`src/rtl/cnn_pkg.sv`:
```
// Shared CNN datapath package: lane geometry, ReLU sequencer states and
// a lane-sign helper used by the optional clamp statistics (RELU_SEQ_STATS_EN).
package cnn_pkg;

  localparam int LANE_W = 8;
  localparam int LANES  = 4;
  localparam int WORD_W = 32;

  typedef enum logic [2:0] {
    IDLE,
    RD,
    CAP,
    WR,
    DONE
  } relu_seq_state_t;

  // Number of lanes in a packed word whose sign bit is set (0..LANES).
  function automatic logic [2:0] count_neg(input logic [WORD_W-1:0] word);
    logic [2:0] cnt;
    cnt = '0;
    for (int k = 0; k < LANES; k++) begin
      cnt = cnt + {2'b00, word[k*LANE_W + LANE_W-1]};
    end
    return cnt;
  endfunction

endpackage

```
`src/rtl/relu_seq_ctrl_if.sv`:
```
// Handshake and buffer-port bundle of the ReLU sequencer.
// master = sequencer side, slave = layer controller / feature buffers.
// neg_cnt exists only when RELU_SEQ_STATS_EN is defined.
interface relu_seq_ctrl_if #(
  parameter int ADDR_W = 8
);
  logic              start;
  logic              abort;
  logic [ADDR_W-1:0] src_base;
  logic [ADDR_W-1:0] dst_base;
  logic [ADDR_W-1:0] len;
  logic              busy;
  logic              done;
  logic              rd_en;
  logic [ADDR_W-1:0] rd_addr;
  logic [31:0]       rd_data;
  logic              wr_en;
  logic [ADDR_W-1:0] wr_addr;
  logic [31:0]       wr_data;
  logic              wr_ready;
`ifdef RELU_SEQ_STATS_EN
  logic [ADDR_W+1:0] neg_cnt;

  modport master (
    input  start, abort, src_base, dst_base, len, rd_data, wr_ready,
    output busy, done, rd_en, rd_addr, wr_en, wr_addr, wr_data, neg_cnt
  );
  modport slave (
    output start, abort, src_base, dst_base, len, rd_data, wr_ready,
    input  busy, done, rd_en, rd_addr, wr_en, wr_addr, wr_data, neg_cnt
  );
`else
  modport master (
    input  start, abort, src_base, dst_base, len, rd_data, wr_ready,
    output busy, done, rd_en, rd_addr, wr_en, wr_addr, wr_data
  );
  modport slave (
    output start, abort, src_base, dst_base, len, rd_data, wr_ready,
    input  busy, done, rd_en, rd_addr, wr_en, wr_addr, wr_data
  );
`endif
endinterface

```
`src/rtl/relu_lane4.sv`:
```
// Purely combinational 4-lane int8 ReLU: a lane with its sign bit set
// becomes zero, any other lane passes through unchanged.
module relu_lane4
  import cnn_pkg::*;
(
  input  logic [WORD_W-1:0] din,
  output logic [WORD_W-1:0] dout
);

  for (genvar k = 0; k < LANES; k++) begin : g_lane
    assign dout[k*LANE_W +: LANE_W] =
      din[k*LANE_W + LANE_W-1] ? '0 : din[k*LANE_W +: LANE_W];
  end

endmodule

```
`src/rtl/relu_seq_ctrl.sv`:
```
// ReLU pass sequencer: reads len words from src_base, clamps each through
// relu_lane4 and writes them to dst_base, one word in flight at a time.
// Optional clamped-lane statistics are built when RELU_SEQ_STATS_EN is defined.
module relu_seq_ctrl
  import cnn_pkg::*;
#(
  parameter int ADDR_W = 8
) (
  input  logic            clk,
  input  logic            rst_n,
  relu_seq_ctrl_if.master bus
);

  localparam logic [ADDR_W-1:0] ONE = ADDR_W'(1);

  relu_seq_state_t   state;
  logic [ADDR_W-1:0] src_q, dst_q, len_q, idx;
  logic [WORD_W-1:0] hold;
  logic [WORD_W-1:0] relu_data;
  logic              busy_q, done_q, rd_en_q, wr_en_q;
  logic [ADDR_W-1:0] rd_addr_q, wr_addr_q;

  relu_lane4 u_lane (
    .din  (bus.rd_data),
    .dout (relu_data)
  );

  assign bus.busy    = busy_q;
  assign bus.done    = done_q;
  assign bus.rd_en   = rd_en_q;
  assign bus.rd_addr = rd_addr_q;
  assign bus.wr_en   = wr_en_q;
  assign bus.wr_addr = wr_addr_q;
  assign bus.wr_data = hold;

  // Pass FSM with every output registered alongside the state transition.
  // NOTE: all state and output registers use non-blocking assignments so every
  // branch sees the pre-edge values of idx/len_q regardless of statement order.
  always_ff @(posedge clk or negedge rst_n) begin
    if (!rst_n) begin
      state     <= IDLE;
      src_q     <= '0;
      dst_q     <= '0;
      len_q     <= '0;
      idx       <= '0;
      hold      <= '0;
      busy_q    <= 1'b0;
      done_q    <= 1'b0;
      rd_en_q   <= 1'b0;
      wr_en_q   <= 1'b0;
      rd_addr_q <= '0;
      wr_addr_q <= '0;
    end else if (bus.abort && state != IDLE) begin
      // Cancel: drop back to IDLE silently; idx keeps its value until next start.
      state   <= IDLE;
      busy_q  <= 1'b0;
      done_q  <= 1'b0;
      rd_en_q <= 1'b0;
      wr_en_q <= 1'b0;
    end else begin
      unique case (state)
        IDLE: begin
          if (bus.start && !bus.abort) begin
            src_q  <= bus.src_base;
            dst_q  <= bus.dst_base;
            len_q  <= bus.len;
            idx    <= '0;
            busy_q <= 1'b1;
            if (bus.len != '0) begin
              state     <= RD;
              rd_en_q   <= 1'b1;
              rd_addr_q <= bus.src_base;
            end else begin
              state  <= DONE;
              done_q <= 1'b1;
            end
          end
        end
        RD: begin
          rd_en_q <= 1'b0;
          state   <= CAP;
        end
        CAP: begin
          hold      <= relu_data;
          wr_en_q   <= 1'b1;
          wr_addr_q <= dst_q + idx;
          state     <= WR;
        end
        WR: begin
          if (bus.wr_ready) begin
            wr_en_q <= 1'b0;
            if (idx == len_q - ONE) begin
              state  <= DONE;
              done_q <= 1'b1;
            end else begin
              idx       <= idx + ONE;
              rd_en_q   <= 1'b1;
              rd_addr_q <= src_q + idx + ONE;
              state     <= RD;
            end
          end
        end
        DONE: begin
          done_q <= 1'b0;
          busy_q <= 1'b0;
          state  <= IDLE;
        end
        default: state <= IDLE;
      endcase
    end
  end

`ifdef RELU_SEQ_STATS_EN
  localparam int CNT_W = ADDR_W + 2;

  logic [CNT_W-1:0] neg_cnt_q;
  logic [CNT_W:0]   neg_sum;

  assign neg_sum     = {1'b0, neg_cnt_q} + (CNT_W+1)'(count_neg(bus.rd_data));
  assign bus.neg_cnt = neg_cnt_q;

  // Saturating count of clamped lanes, cleared on accepted start.
  always_ff @(posedge clk or negedge rst_n) begin
    if (!rst_n) begin
      neg_cnt_q <= '0;
    end else if (state == IDLE && bus.start && !bus.abort) begin
      neg_cnt_q <= '0;
    end else if (state == CAP && !bus.abort) begin
      neg_cnt_q <= neg_sum[CNT_W] ? '1 : neg_sum[CNT_W-1:0];
    end
  end
`endif

endmodule

```
`src/flat_wrapper.sv`:
```
// flat-port wrapper written by rule: the top's interface ports become plain ports
module relu_seq_ctrl_flat import cnn_pkg::*;
#(
  parameter int ADDR_W = 8
)
  (clk, rst_n, bus_start, bus_abort, bus_src_base, bus_dst_base, bus_len, bus_rd_data, bus_wr_ready, bus_busy, bus_done, bus_rd_en, bus_rd_addr, bus_wr_en, bus_wr_addr, bus_wr_data);
  relu_seq_ctrl_if #(.ADDR_W(ADDR_W)) bus_i ();
  input  logic clk;
  input  logic rst_n;
  input wire logic [$bits(bus_i.start)-1:0] bus_start;
  input wire logic [$bits(bus_i.abort)-1:0] bus_abort;
  input wire logic [$bits(bus_i.src_base)-1:0] bus_src_base;
  input wire logic [$bits(bus_i.dst_base)-1:0] bus_dst_base;
  input wire logic [$bits(bus_i.len)-1:0] bus_len;
  input wire logic [$bits(bus_i.rd_data)-1:0] bus_rd_data;
  input wire logic [$bits(bus_i.wr_ready)-1:0] bus_wr_ready;
  output wire logic [$bits(bus_i.busy)-1:0] bus_busy;
  output wire logic [$bits(bus_i.done)-1:0] bus_done;
  output wire logic [$bits(bus_i.rd_en)-1:0] bus_rd_en;
  output wire logic [$bits(bus_i.rd_addr)-1:0] bus_rd_addr;
  output wire logic [$bits(bus_i.wr_en)-1:0] bus_wr_en;
  output wire logic [$bits(bus_i.wr_addr)-1:0] bus_wr_addr;
  output wire logic [$bits(bus_i.wr_data)-1:0] bus_wr_data;
  assign bus_i.start = bus_start;
  assign bus_i.abort = bus_abort;
  assign bus_i.src_base = bus_src_base;
  assign bus_i.dst_base = bus_dst_base;
  assign bus_i.len = bus_len;
  assign bus_i.rd_data = bus_rd_data;
  assign bus_i.wr_ready = bus_wr_ready;
  assign bus_busy = bus_i.busy;
  assign bus_done = bus_i.done;
  assign bus_rd_en = bus_i.rd_en;
  assign bus_rd_addr = bus_i.rd_addr;
  assign bus_wr_en = bus_i.wr_en;
  assign bus_wr_addr = bus_i.wr_addr;
  assign bus_wr_data = bus_i.wr_data;
  relu_seq_ctrl #(.ADDR_W(ADDR_W)) u_core (.clk(clk), .rst_n(rst_n), .bus(bus_i));
endmodule
```
`config.mk`:
```
export PLATFORM = sky130hd
export DESIGN_NAME = relu_seq_ctrl_flat
export DESIGN_NICKNAME = d
export VERILOG_FILES = /design/src/rtl/cnn_pkg.sv /design/src/rtl/relu_seq_ctrl_if.sv /design/src/rtl/relu_lane4.sv /design/src/rtl/relu_seq_ctrl.sv /design/src/flat_wrapper.sv
export SDC_FILE = /design/constraint.sdc
export NUM_CORES = 1
export LEC_CHECK = 0
export BUFFER_PORTS_ARGS = -buffer_cell sky130_fd_sc_hd__buf_2
export CORE_UTILIZATION = 52
export DETAILED_ROUTE_END_ITERATION = 8
export PLACE_DENSITY = 0.81
export SYNTH_ARGS = -nofsm -noshare
export SYNTH_HDL_FRONTEND = slang
export SYNTH_SLANG_ARGS = --single-unit
```
`constraint.sdc`:
```
create_clock -name clk -period 2.6 [get_ports clk]
set_input_delay 0.52 -clock clk [delete_from_list [all_inputs] [get_ports clk]]
set_output_delay 0.52 -clock clk [all_outputs]
set_load 0.01 [all_outputs]
```
==> results of run 1 <==
-- layout make-up --
class	instances	area, µm²	share of cell area [%]
timing repair buffer	122	664	12.4
clock buffer	9	124	2.30
multi-input combinational	373	2240	41.7
clock inverter	7	81.3	1.51
tap	105	131	2.44
inverter	15	56.3	1.05
sequential	83	2080	38.6
-- power groups by stage --
stage,logic (W),registers [W],clock network [W]
6_report,0.00174,0.00206,0.000984
5_1_grt,0.00198,0.00212,0.00106
4_1_cts,0.00175,0.00206,0.000998
3_5_place_dp,0.00174,0.00208,0
3_3_place_gp,0.00168,0.00206,0
2_1_floorplan,0.000952,0.00219,0
-- layout by cell type (no fill, tap or decap), drive strengths merged, types with 2 or more instances in the layout --
cell	netlist	layout
o21a	2	2
nor3	7	7
nand4	3	3
nor2b	4	4
a21oi	17	17
nor3b	3	3
o21ai	59	59
mux2	9	9
mux2i	4	4
inv	15	20
dfrtp	83	83
nand2b	31	31
buf	6	122
nor4	3	3
or3	6	6
conb	1	4
or2	2	2
and3	4	4
nor2	17	17
and2	3	3
or4	3	3
fa	2	2
nand3b	2	2
o31ai	4	4
nand2	123	123
nand3	5	5
o2111ai	2	2
clkbuf	17	9
a21o	3	3
xnor2	9	9
ha	16	16
xor2	10	10
-- worst paths after layout --
check                                      start                     end  slack (ps)
setup / recovery                   u_core.idx[0]   u_core.bus.rd_addr[6]         110
hold / removal                             rst_n  u_core.bus.wr_data[20]         140
setup reg to reg                   u_core.idx[0]   u_core.bus.rd_addr[6]         110
hold reg to reg            u_core.bus.wr_addr[4]   u_core.bus.wr_addr[4]         480
max in group asynchronous                  rst_n   u_core.bus.wr_addr[5]        1760
min in group clk                 bus_dst_base[2]         u_core.dst_q[2]         340
-- sequential cells by signal (all words and copies together), names as in the netlist --
register            cells
u_core.state            3
u_core.bus.done         1
u_core.bus.rd_en        1
u_core.src_q            8
u_core.idx              8
u_core.bus.rd_addr      8
u_core.dst_q            8
u_core.bus.wr_addr      8
u_core.bus.busy         1
u_core.bus.wr_data     28
u_core.bus.wr_en        1
u_core.len_q            8
-- per-stage QoR --
stage	setup WS (ps)	power (W)
floorplan	250	0.00315
global placement	132	0.00374
detailed placement	46.1	0.00382
CTS	48.9	0.00481
global route	-0.790	0.00515
finish	110	0.00478
-- metal layers --
metal	vias to the layer above	part of all wire (%)	global-route usage, %	routed length, µm
li1	1888	-	-	-
met1	1788	43	32.1	4370
met2	126	49	39.8	4890
met3	11	7.0	3.95	709
met4	0	0.92	8.33	93
met5	-	0	0	0
-- cell families after synthesis --
group           after synthesis  share of synthesized area, %
compound gates              101                          13.5
xor+xnor                     19                          3.73
fa+ha+maj                    18                          5.38
buf+inv                      38                          3.64
flops                        83                          46.5
mux                          13                          3.84
other cells                   1                        0.0840
simple gates                218                          23.3
-- timing repair --
action / 4_1_cts / 5_1_grt
gates resized for setup: 0 / 2
endpoints found under the setup margin: 0 / 11
setup buffers: 0 / 1
-- critical path, cell delays in order, from the launching register on --
cell and delay, ps:
dfrtp_1 390, inv_1 90, ha_1 170, inv_1 60, fa_1 460, a21o_1 180
a21o_1 210, a21oi_2 160, mux2i_1 210, o311ai_0 170, mux2_4 280
==> run_results.csv, run 1 <==
group,metric,value,unit
pwr,combPwrFrac,36.4,%
logic_synthesis,synthArstFlopShare,100,%
logic_synthesis,yosys-top-cells-count,"nand2_1, dfrtp_1, o21ai_0, nand2b_1",
pwr,p_sw,0.00176,W
logic_synthesis,yosysMostFrequentCell,"nand2_1",
logic_synthesis,yosysTopAreaCell,"dfrtp_1",
pwr,clkPwrFrac,20.6,%
sta,hold_ws,142,ps
detailed_routing,routedWlPerCell,14.1,µm
pwr,p_int,0.00302,W
floorplanning,num_rows,33,
logic_synthesis,synth_edf_count,0,
sta,period_minus_slack,2490,ps
global_route,grt_overflow,0,
global_route,track_usage,24.1,%
pwr,power_density,889,nW/µm²
detailed_routing,final_antenna_net_count,0,
logic_synthesis,synth_seq_cells,83,
worst_setup_path,cp-end-kind,"flip-flop",
global_route,antenna_found_initial,0,
finish,fin_cells,714,
detailed_routing,viasPerCell,5.34,
global_route,grt_pass1_vias,3561,
logic_synthesis,yosysUniqueCellTypes,55,
sta,fmax,0.402,GHz
detailed_routing,firstDrtPassIters,4,
sta,tns,0,ps
clocking,cts_buffers,9,
pwr,p_seq_share,43.0,%
worst_setup_path,crit_arrival,2740,ps
finish,fill_cells,695,
job,maxCapViolCount,0,
sta,skew,9.10,ps
clocking,cts_tree,"done",
finish,final_area,5380,µm²
worst_setup_path,worstSetupPathType,"flip-flop to flip-flop",
worst_setup_path,critPathMaxFanout,3,
finish,antenna_cells,0,
floorplanning,dieArea,8960,µm²
logic_synthesis,synth_area_leaders,"dfrtp_1, nand2_1, o21ai_0, ha_1, nand2b_1",
logic_synthesis,synth.avg_cell_area,9.09,µm²
floorplanning,die_h,94.7,µm
floorplanning,initial_utilization,54.1,%
clocking,cts.sinks,83,
floorplanning,die_w,94.7,µm
finish,final_nets,683,
place,routabilityCongestion,0.889,
logic_synthesis,ys.flop_type,"dfrtp_1",
clocking,insertion_delay,360,ps
clocking,ctsHoldBuffers,0,
worst_setup_path,critPathRequiredTime,2850,ps
floorplanning,ios,113,
sta,worstMarginPinSlew,586,ps
detailed_routing,vias,3813,
run_status,status,"finished, final reports clean",
finish,fin_util,65.1,%
min_path,hp-class,"primary input to async pin",
worst_setup_path,start_kind,"flip-flop",
sta,final_max_slew_viol_count,0,
sta,layout_worst_path_cycle_share,95.8,%
worst_setup_path,r2r_cells,10,
place,post-place-cells,697,
logic_synthesis,yosysWarnings,0,
detailed_routing,drt_iter0_drc,164,
global_route,grt_pass1_wl,16600,µm
detailed_routing,drc,0,
pwr,power_leakage,2.74,nW
floorplanning,core_area,8260,µm²
pwr,power.share.switching,36.9,%
finish,drive_gt1_share,25.3,%
logic_synthesis,syn-instance-count,491,
logic_synthesis,synth_top_area_share,46.5,%
place,dp.final_hpwl,7450,µm
clocking,htree_levels,3,
finish,syn2layout_area_growth,20.4,%
detailed_routing,wirelength,10100,µm
place,portBuffers,108,
logic_synthesis,syn_area,4460,µm²
pwr,peakVddDrop,0.430,mV
sta,timing.final.hold_violations,0,
logic_synthesis,seq_area_frac_synth,46.5,%
clocking,cts_root_buf,"clkbuf_8",
clocking,clk_path_buf_depth,2,
sta,slew-limit-headroom,60.9,%
place,placed_area,5140,µm²
global_route,grt_max_degree,48,
clocking,clk_pin_slew,90,ps
sta,finalSetupViolations,0,
(Power assumes the default switching activity.)
==> run 2: changes to the inputs <==
--- a/config.mk
+++ b/config.mk
@@ -6,9 +6,9 @@
 export NUM_CORES = 1
 export LEC_CHECK = 0
 export BUFFER_PORTS_ARGS = -buffer_cell sky130_fd_sc_hd__buf_2
-export CORE_UTILIZATION = 52
+export CORE_UTILIZATION = 54
 export DETAILED_ROUTE_END_ITERATION = 8
-export PLACE_DENSITY = 0.81
+export PLACE_DENSITY = 0.84
 export SYNTH_ARGS = -nofsm -noshare
 export SYNTH_HDL_FRONTEND = slang
 export SYNTH_SLANG_ARGS = --single-unit
==> run 2 against run 1 <==
Sequential share of layout area fell by 0.35 points; clock skew shrank 3.3 ps; non-clock buffer count down 1; sequential power about the same; design area grew 0.91%.
==> run_results.csv, run 2 (same netlist as run 1, synthesis figures left out) <==
group,metric,value,unit
finish,syn2layout_area_growth,21.5,%
worst_setup_path,critPathMaxFanout,9,
global_route,antenna_found_initial,0,
finish,fill_cells,641,
worst_setup_path,start_kind,"flip-flop",
clocking,cts_buffers,9,
sta,finalWorstSetupSlack,96.9,ps
detailed_routing,routedWlPerCell,14.6,µm
finish,largest_reg_flops,28,
floorplanning,initial_utilization,56.9,%
clocking,cts.sinks,83,
sta,finalSetupViolations,0,
floorplanning,core_area,7850,µm²
worst_setup_path,cp-end-kind,"flip-flop",
global_route,track_usage,25.2,%
sta,period_minus_slack,2500,ps
sta,skew,5.75,ps
clocking,clk_path_buf_depth,2,
min_path,hp-class,"primary input to async pin",
worst_setup_path,path_cells,"nor3_4 > nand2_1 > or4_4 > a2111oi_4 > buf_4 > nor3b_4 > buf_12 > mux2_4",
worst_setup_path,worstSetupPathType,"flip-flop to flip-flop",
floorplanning,die_h,92.9,µm
global_route,grt_pass1_vias,3645,
sta,final_max_slew_viol_count,0,
floorplanning,die_w,92.9,µm
finish,antenna_cells,0,
finish,final_nets,682,
global_route,grt_overflow,0,
clocking,cts_tree,"done",
global_route,grt_pass1_wl,16900,µm
sta,timing.final.hold_violations,0,
detailed_routing,final_antenna_net_count,0,
clocking,htree_levels,3,
run_status,status,"finished, final reports clean",
worst_setup_path,path_delay_family,"simple AND/OR/NAND/NOR gates",
place,post-place-ws,-24.4,ps
sta,fmax,0.399,GHz
pwr,power_density,918,nW/µm²
clocking,clk_pin_slew,90,ps
pwr,peakVddDrop,0.435,mV
floorplanning,num_rows,32,
floorplanning,dieArea,8640,µm²
detailed_routing,vias,3843,
finish,drive_gt1_share,25.5,%
worst_setup_path,critPathRequiredTime,2850,ps
place,portBuffers,108,
detailed_routing,drt_iter0_drc,212,
finish,mostFrequentLayoutCells,"nand2_1, buf_2, dfrtp_1, o21ai_0, nand2b_1",
global_route,grt_max_degree,53,
pwr,power_leakage,2.76,nW
detailed_routing,firstDrtPassIters,4,
worst_setup_path,max_stage_delay,520,ps
clocking,insertion_delay,350,ps
finish,final_common_cell,"nand2_1",
worst_setup_path,crit_arrival,2750,ps
job,maxCapViolCount,0,
detailed_routing,wirelength,10400,µm
detailed_routing,drc,0,
place,dp.final_hpwl,7510,µm
detailed_routing,viasPerCell,5.41,
floorplanning,ios,113,
place,routabilityCongestion,0.880,
sta,tns,0,ps
worst_setup_path,cpMaxStageDelayCell,"or4_4",
sta,layout_worst_path_cycle_share,96.3,%
worst_setup_path,critPathBufInv,2,
clocking,cts_root_buf,"clkbuf_8",
[run 2: final cells by class]
| type | instances | area [µm²] | share of cell area, % |
|---|---|---|---|
| inverter | 15 | 56.3 | 1.04 |
| clock buffer | 9 | 124 | 2.28 |
| tap | 102 | 128 | 2.35 |
| sequential | 83 | 2080 | 38.3 |
| clock inverter | 7 | 124 | 2.28 |
| multi-input combinational | 373 | 2250 | 41.5 |
| timing repair buffer | 121 | 666 | 12.3 |
[run 2: stage by stage]
| stage | area, µm² | instances | hold slack [ps] | total power [W] | util (%) |
|---|---|---|---|---|---|
| finish | 5430 | 710 | 103 | 0.00498 | 69.1 |
| global route | 5430 | 710 | 126 | 0.00532 | 69.1 |
| CTS | 5410 | 709 | 113 | 0.00500 | 68.9 |
| detailed placement | 5140 | 692 | 467 | 0.00384 | 65.5 |
| global placement | 5140 | 692 | 457 | 0.00374 | 65.5 |
| floorplan | 4480 | 494 | 224 | 0.00315 | - |
[run 2: where the power goes]
| group | leakage [nW] | switching [W] | total (W) | internal [W] |
|---|---|---|---|---|
| Sequential | 1.06 | 0.000301 | 0.00206 | 0.00175 |
| Clock | 0.120 | 0.000496 | 0.00114 | 0.000646 |
| Combinational | 1.57 | 0.000973 | 0.00178 | 0.000812 |
| Total | 2.76 | 0.00177 | 0.00498 | 0.00321 |
[run 2: final timing paths]
check / start / to / slack, ps / cells past startpoint
max reg2reg: u_core.len_q[0] / u_core.bus.rd_addr[4] / 100 / 8
min in group clk: bus_dst_base[2] / u_core.dst_q[2] / 350 / 3
min: rst_n / u_core.bus.wr_data[17] / 100 / 1
min reg2reg: u_core.bus.wr_addr[6] / u_core.bus.wr_addr[6] / 480 / 2
max in group asynchronous: rst_n / u_core.idx[5] / 1880 / 2
max: u_core.len_q[0] / u_core.bus.rd_addr[4] / 100 / 8
[run 2: worst reg2reg max path: cells and delay by family (launching register included)]
family	cells	cell delay, ps
compound gates	1	340
buf+inv	2	350
flops	1	440
mux	1	300
simple gates	4	970
[run 2: repair_timing]
| item | in CTS | in global routing |
|---|---|---|
| setup buffers | 1 | 1 |
| gates cloned | 0 | 0 |
| hold buffers | 0 | 0 |
| pin swaps | 1 | 2 |
| setup endpoints to repair | 8 | 4 |
| resized for setup | 1 | 2 |
[run 2: metal layers]
layer	vias to the layer above	GRT usage [%]	share of wire, %
li1	1879	-	-
met4	0	10.1	1.9
met2	140	42.5	49
met1	1801	32.4	43
met3	23	3.78	6.2
met5	-	0	0
